$ cat config.mk
export PLATFORM = sky130hd
export DESIGN_NAME = regfile_scoreboard
export DESIGN_NICKNAME = d
export VERILOG_FILES = /design/src/rtl/regfile_scoreboard.sv
export SDC_FILE = /design/constraint.sdc
export NUM_CORES = 1
export LEC_CHECK = 0
export CAP_MARGIN = 20
export CORE_MARGIN = 2
export CORE_UTILIZATION = 53
export CTS_BUF_LIST = sky130_fd_sc_hd__clkbuf_16
export CTS_CLUSTER_DIAMETER = 80
export DETAILED_ROUTE_END_ITERATION = 8
export PLACE_DENSITY = 0.82
export SLEW_MARGIN = 5
export SYNTH_ARGS = -nofsm -noshare
export SYNTH_HDL_FRONTEND = slang
export SYNTH_SLANG_ARGS = --single-unit
$ cat constraint.sdc
create_clock -name dclk -period 3.9 [get_ports dclk]
set_input_delay 0.78 -clock dclk [delete_from_list [all_inputs] [get_ports dclk]]
set_output_delay 0.78 -clock dclk [all_outputs]
set_load 0.01 [all_outputs]
$ cat src/rtl/regfile_scoreboard.sv
// Issue-side hazard scoreboard for the 32-entry register file: RAW/WAW/cap stalls plus a drain sequencer.
// Optional stall statistics counters are enabled with `define REGFILE_SB_STATS_EN.
module regfile_scoreboard #(
  parameter int MAX_OUTSTANDING = 4,
  parameter int CNT_W           = 5
) (
  input  logic             dclk,
  input  logic             rst,
  input  logic             issue_valid_ID_i,
  input  logic             issue_we_ID_i,
  input  logic [4:0]       issue_rd_ID_i,
  input  logic             re1_ID_i,
  input  logic [4:0]       raddr1_ID_i,
  input  logic             re2_ID_i,
  input  logic [4:0]       raddr2_ID_i,
  input  logic             we_WB_i,
  input  logic [4:0]       waddr_WB_i,
  input  logic             drain_req_ID_i,
  output logic             stall_ID_o,
  output logic             drain_done_ID_o,
  output logic [31:0]      busy_CPU_o,
  output logic [CNT_W-1:0] outstanding_CPU_o
`ifdef REGFILE_SB_STATS_EN
  ,
  output logic [31:0]      stall_cnt_CPU_o,
  output logic [31:0]      raw_cnt_CPU_o
`endif
);

  typedef enum logic [1:0] {
    IDLE  = 2'd0,
    DRAIN = 2'd1,
    DONE  = 2'd2
  } drain_state_t;

  drain_state_t     state_q, state_d;
  logic [31:0]      busy_q, busy_d;
  logic [CNT_W-1:0] outstanding_q, outstanding_d;

  logic raw1, raw2, waw, cap, hazard;
  logic fire, set_en, clr_en;

  function automatic logic clr_hit(input logic we, input logic [4:0] wa, input logic [4:0] r);
    return we && (wa == r) && (r != 5'd0);
  endfunction

  function automatic logic [31:0] sat_inc32(input logic [31:0] v, input logic inc);
    if (inc && (v != 32'hFFFF_FFFF)) return v + 32'd1;
    return v;
  endfunction

  // Hazard detection; a same-cycle WB match is forwarded by the register file.
  always_comb begin
    raw1   = re1_ID_i && busy_q[raddr1_ID_i] && !clr_hit(we_WB_i, waddr_WB_i, raddr1_ID_i);
    raw2   = re2_ID_i && busy_q[raddr2_ID_i] && !clr_hit(we_WB_i, waddr_WB_i, raddr2_ID_i);
    waw    = issue_we_ID_i && busy_q[issue_rd_ID_i] && !clr_hit(we_WB_i, waddr_WB_i, issue_rd_ID_i);
    // CAP ignores a same-cycle clear on purpose (conservative).
    cap    = issue_we_ID_i && (issue_rd_ID_i != 5'd0) &&
             (outstanding_q >= CNT_W'(MAX_OUTSTANDING));
    hazard = raw1 || raw2 || waw || cap;
  end

  always_comb begin
    stall_ID_o = 1'b0;
    if (!rst) begin
      stall_ID_o = (issue_valid_ID_i && hazard) || (state_q != IDLE) ||
                   (drain_req_ID_i && (state_q == IDLE));
    end
  end

  assign fire   = issue_valid_ID_i && !stall_ID_o;
  assign set_en = fire && issue_we_ID_i && (issue_rd_ID_i != 5'd0);
  // Only a write retiring onto a busy entry counts as a clear.
  assign clr_en = clr_hit(we_WB_i, waddr_WB_i, waddr_WB_i) && busy_q[waddr_WB_i];

  always_comb begin
    busy_d = busy_q;
    if (clr_en) busy_d[waddr_WB_i] = 1'b0;
    if (set_en) busy_d[issue_rd_ID_i] = 1'b1;
    outstanding_d = outstanding_q + CNT_W'(set_en) - CNT_W'(clr_en);
  end

  always_comb begin
    state_d = state_q;
    unique case (state_q)
      IDLE:    if (drain_req_ID_i) state_d = DRAIN;
      DRAIN:   if (outstanding_q == '0) state_d = DONE;
      DONE:    state_d = IDLE;
      default: state_d = IDLE;
    endcase
  end

  assign drain_done_ID_o   = (state_q == DONE);
  assign busy_CPU_o        = busy_q;
  assign outstanding_CPU_o = outstanding_q;

  always_ff @(posedge dclk) begin
    if (rst) begin
      state_q       <= IDLE;
      busy_q        <= '0;
      outstanding_q <= '0;
    end else begin
      state_q       <= state_d;
      busy_q        <= busy_d;
      outstanding_q <= outstanding_d;
    end
  end

`ifdef REGFILE_SB_STATS_EN
  logic [31:0] stall_cnt_q, raw_cnt_q;

  always_ff @(posedge dclk) begin
    if (rst) begin
      stall_cnt_q <= '0;
      raw_cnt_q   <= '0;
    end else begin
      stall_cnt_q <= sat_inc32(stall_cnt_q, stall_ID_o && issue_valid_ID_i);
      raw_cnt_q   <= sat_inc32(raw_cnt_q, stall_ID_o && issue_valid_ID_i && (raw1 || raw2));
    end
  end

  assign stall_cnt_CPU_o = stall_cnt_q;
  assign raw_cnt_CPU_o   = raw_cnt_q;
`endif

endmodule

# Yosys cells after proc, flatten, opt, wreduce, memory -nomap -nowiden
# Cells that the tools add are included.
# W data, S select, Z words.
[word_totals]
word_cells = 80
regBits = 39
[classes]
reduce_logical = 40
magnitude_cmp = 7
mux = 18
addsub = 2
bitwise_logic = 3
n_eq_ne = 7
[op_table]
columns = ["operator", "count"]
rows = [
  ["$mux W32", 2],
  ["$and A32 B32 Y32", 1],
  ["$not A32 Y32", 1],
  ["$or A32 B32 Y32", 1],
  ["$lt A5 B6 Y1 const B", 4],
  ["$logic_and A1 B1 Y1", 23],
  ["$bmux W1 S5", 4],
  ["$reduce_bool A5 Y1", 4],
  ["$eq A5 B5 Y1", 3],
  ["$demux W1 S5", 2],
  ["$ge A5 B1 Y1 const B", 2],
  ["$mux W1", 7],
  ["$add A5 B1 Y5", 1],
  ["$ge A5 B3 Y1 const B", 1],
  ["$logic_not A5 Y1", 1],
  ["$logic_or A1 B1 Y1", 5],
  ["$sub A5 B1 Y5", 1],
  ["$logic_not A1 Y1", 4],
  ["$mux W2", 2],
  ["$ne A2 B2 Y1 const B", 2],
  ["$pmux W2 S2", 1],
  ["$eq A2 B1 Y1 const B", 1],
  ["$eq A2 B2 Y1 const B", 1],
  ["$logic_not A2 Y1", 1],
  ["2 further kinds", 2],
]

# Depth between registers and ports, before layout
[depth]
ltp_word = 18
ltp_mapped = 18

# Worst setup path after synthesis
# OpenSTA, ideal clock, no wires.
[synth_timing]
kind = "input port to flip-flop"
start = "input port raddr1_ID_i[0]"
end = "register outstanding_q[4] (netlist: outstanding_CPU_o[4])"
setup_slack_ns = 0.326
setup_time_ns = 0.071
t_arrival_ns = 3.504
cell_stages = 17
path_cell_list = "buf_2 > mux4_2 > mux2i_1 > a22oi_1 > and4_1 > a21oi_1 > a22oi_1 > ha_1 > inv_1 > ha_1 > inv_1 > fa_1 > inv_1 > a21oi_1 > nor2_1 > or3_1 > a21oi_1"
[synth_via]
elab_chain_len = 18
[synth_lines]
columns = ["item", "line", "source"]
rows = [
  ["start, declared", "13", "input logic [4:0] raddr1_ID_i,"],
  ["parallel branches: the longest is 4 deep, another holds $bmux W1 S5", "-", ""],
  ["$logic_and A1 B1 Y1 *", "54", "raw1 = re1_ID_i && busy_q[raddr1_ID_i] && !clr_hit(we_WB_i, waddr_WB_i, raddr1_ID_i);"],
  ["$logic_or A1 B1 Y1 * (3 in series)", "60", "hazard = raw1 || raw2 || waw || cap;"],
  ["$logic_and A1 B1 Y1 *", "66", "stall_ID_o = (issue_valid_ID_i && hazard) || (state_q != IDLE) ||"],
  ["$logic_or A1 B1 Y1 * (2 in series)", "66", ""],
  ["$mux W1 *", "65", "if (!rst) begin"],
  ["$logic_not A1 Y1 *", "71", "assign fire = issue_valid_ID_i && !stall_ID_o;"],
  ["$logic_and A1 B1 Y1 *", "71", ""],
  ["$logic_and A1 B1 Y1 * (2 in series)", "72", "assign set_en = fire && issue_we_ID_i && (issue_rd_ID_i != 5'd0);"],
  ["$add A5 B1 Y5 *", "80", "outstanding_d = outstanding_q + CNT_W'(set_en) - CNT_W'(clr_en);"],
  ["$sub A5 B1 Y5 *", "80", ""],
  ["end signal, assigned", "105", "outstanding_q <= outstanding_d;"],
  ["end, declared", "38", "logic [CNT_W-1:0] outstanding_q, outstanding_d;"],
]
# Every way passes the cells marked *. The select of a mux whose other input is x is not followed.
# A chain may end at the register's enable or synchronous reset.

# Final worst setup path
[layout_timing]
start = "input port issue_rd_ID_i[0]"
end = "register outstanding_q[4] (netlist: outstanding_CPU_o[4])"
[layout_via]
elab_chain_len = 17
[layout_lines]
columns = ["item", "line", "source"]
rows = [
  ["start, declared", "11", "input logic [4:0] issue_rd_ID_i,"],
  ["parallel branches: the longest is 14 deep, another holds $bmux W1 S5", "-", ""],
  ["$logic_and A1 B1 Y1 *", "72", ""],
  ["$add A5 B1 Y5 *", "80", ""],
  ["$sub A5 B1 Y5 *", "80", ""],
]
# Marks and branches as above.

==> flow_metrics.env <==
export IMPL_status="complete, no violations"
export IMPL_crit_path_cell_trace="dlygate4sd2_1, buf_4, buf_12, buf_4, mux2i_1, nor2b_1, nor4_2, o211ai_1, a21oi_2, buf_4, a22oi_2, ha_1, inv_1, ha_2, inv_2, fa_2, inv_1, a21oi_1, nor2_1, o21ai_1, a21oi_1"
export IMPL_p_leak_uw=0.00180
export IMPL_syn_instance_count=384
export IMPL_path_class="in -> reg"
export IMPL_drt_wl_total_um=11900
export IMPL_core_um2=6280
export IMPL_synth_seq_cells=39
export IMPL_place_congestion=1.02
export IMPL_critPathCaptureType="flip-flop"
export IMPL_min_path_type="reg -> reg"
export IMPL_diodes=0
export IMPL_clk_pin_slew_ns=0.06
export IMPL_drtAntennaViolNets=0
export IMPL_nets=515
export IMPL_start_kind="primary input"
export IMPL_synth_nets=420
export IMPL_grt_pass1_vias=3616
export IMPL_drt_iter0_markers=419
export IMPL_drtPass1Iterations=7
export IMPL_postSynth_asyncResetShare_pct=0
export IMPL_yosys_warnings=0
export IMPL_synth_ff_type="dfxtp_1"
export IMPL_synth_commonest_cells="41 x nand3_1, 39 x dfxtp_1, 31 x o211ai_1, 29 x o21ai_1, 21 x mux4_2"
export IMPL_via_per_inst=6.84
export IMPL_antenna_found_initial=0
export IMPL_post_synth_top_area_fraction_pct=23.0
export IMPL_row_count=29
export IMPL_hold_violations=0
export IMPL_synth_most_common_cell="nand3_1"
export IMPL_cpMostUsedCell="buf_4"
export IMPL_syn_mean_instance_area_um2=8.85
export IMPL_via_count=3808
export IMPL_dp_cells=542
export IMPL_htreeDepth=2
export IMPL_slew_viol_final=0
export IMPL_cts_tree="done"
export IMPL_slowest_delay_ns=0.36
export IMPL_drive_above_1_share_pct=24.0
export IMPL_syn2layout_area_growth_pct=39.5
export IMPL_die_y_um=84.1
export IMPL_die_area_um2=7070
export IMPL_io_buffers=66
export IMPL_grt_max_degree=32
export IMPL_cp_max_fo=7
export IMPL_instances_no_fill=557
export IMPL_synth_edf_count=0
export IMPL_clock_skew_ns=0.00727
export IMPL_layout_setup_ws_ns=0.0522
export IMPL_whs_ns=0.473
export IMPL_clockBufferDepth=2
export IMPL_required_ns=4.12
export IMPL_cts_root_buffer="clkbuf_16"
export IMPL_synthTopCellsByArea="dfxtp_1 23%, mux4_2 14%, o211ai_1 6.8%"
export IMPL_overflow=0
export IMPL_tightest_slew_ns=1.07
export IMPL_fin_tns_setup_ns=0
export IMPL_slew_limit_headroom_pct=28.5
export IMPL_insertion_delay_ns=0.29
export IMPL_setup_violations=0
export IMPL_cts_sinks=39
export IMPL_slowest_stage="fa_2"
export IMPL_period_needed_ns=3.85
export IMPL_pre_cts_slack_ns=-0.342
export IMPL_grt_use_total_pct=32.8
export IMPL_netlist_area_um2=3400
export IMPL_drcViolationCount=0
export IMPL_detailed_place_hpwl_um=8350
export IMPL_start_util_pct=54.2
export IMPL_yosys_area_top_type="dfxtp_1"
export IMPL_max_cap_viol_count=0
export IMPL_clock_fmax_ghz=0.260
export IMPL_worst_ep_arrival_time_ns=4.07
export IMPL_die_x_um=84.1
export IMPL_power_uw=1220
export IMPL_avgRoutedWirePerCell_um=21.4
export IMPL_irDropWorstVdd_mv=0.236
export IMPL_power_density_nw_per_um2=258
export IMPL_postCtsHoldBufs=0
export IMPL_grt_pass1_wl_um=18400
export IMPL_io_pins=67
export IMPL_synth_distinct_cells=57
export IMPL_yosysSeqAreaShare_pct=23.0
export IMPL_cts_buffers=5
export IMPL_period_share_pct=98.7
-- state kept, by name, summed over array words and instances, names as in the netlist --
name / flops
busy_CPU_o: 32
outstanding_CPU_o: 5
state_q: 2
-- path summary, 6_finish.rpt --
check / from / end / slack [ns] / depth (start not counted)
worst min register to register: state_q[1] / state_q[1] / 0.47 / 1
worst min-delay path: state_q[1] / state_q[1] / 0.47 / 1
worst max-delay path: issue_rd_ID_i[0] / outstanding_CPU_o[4] / 0.05 / 21
worst max register to register: busy_CPU_o[21] / outstanding_CPU_o[4] / 0.64 / 17
-- kinds of logic after synthesis --
logic type / count (synthesis) / share of synthesized area, %
compound gates: 101 / 20.7
xor+xnor: 14 / 3.61
fa+ha+maj: 8 / 3.17
buf+inv: 53 / 7.62
flops: 39 / 23.0
mux: 44 / 21.8
simple gates: 125 / 20.1
-- critical path: cells and delay by family --
| family | cells | cell delay (ns) |
|---|---|---|
| compound gates | 6 | 0.72 |
| fa+ha+maj | 3 | 0.82 |
| buf+inv | 8 | 1.04 |
| mux | 1 | 0.23 |
| simple gates | 3 | 0.48 |
-- timing repair --
item	in CTS	in global routing
resized for setup	8	31
endpoints found under the setup margin	3	4
setup buffers	1	6
pin swaps	2	14
-- routing by layer --
metal | vias up | track usage, % | wire, um
li1 | 1661 | - | -
met1 | 1799 | 41.9 | 4420
met2 | 280 | 53.5 | 5540
met3 | 68 | 7.62 | 1330
met4 | 0 | 12.9 | 640
met5 | - | 0 | 0
-- stage by stage --
step                cell area (um2)  utilization [%]
finish                         4740             75.5
global route                   4740             75.5
CTS                            4580             72.9
detailed placement             4410             70.3
global placement               4410             70.3
floorplan                      3400                -
-- final cells by class --
class | instances | area, um2
clock buffers | 5 | 125
clock inverters | 3 | 16.3
fillers | 461 | 1540
inverters | 16 | 60.1
multi-input cells | 292 | 2480
flip-flops and latches | 39 | 781
well taps | 77 | 96.3
repair buffers | 125 | 1180
-- where the power goes --
part / internal [uW] / switching, uW
Clock: 234 / 173
Combinational: 182 / 208
Sequential: 414 / 14.0
Total: 830 / 394
-- layout by cell type, fill, tap and decap left out, types with 15 or more instances in the layout --
cell,synthesis,routed
buf_4,1,52
clkdlybuf4s50_1,0,57
dfxtp_1,39,39
inv_1,16,16
mux4_2,21,21
nand2_1,15,15
nand3_1,41,41
nor2_1,16,15
o211ai_1,31,31
o21ai_1,29,30
(Power assumes the default switching activity.)
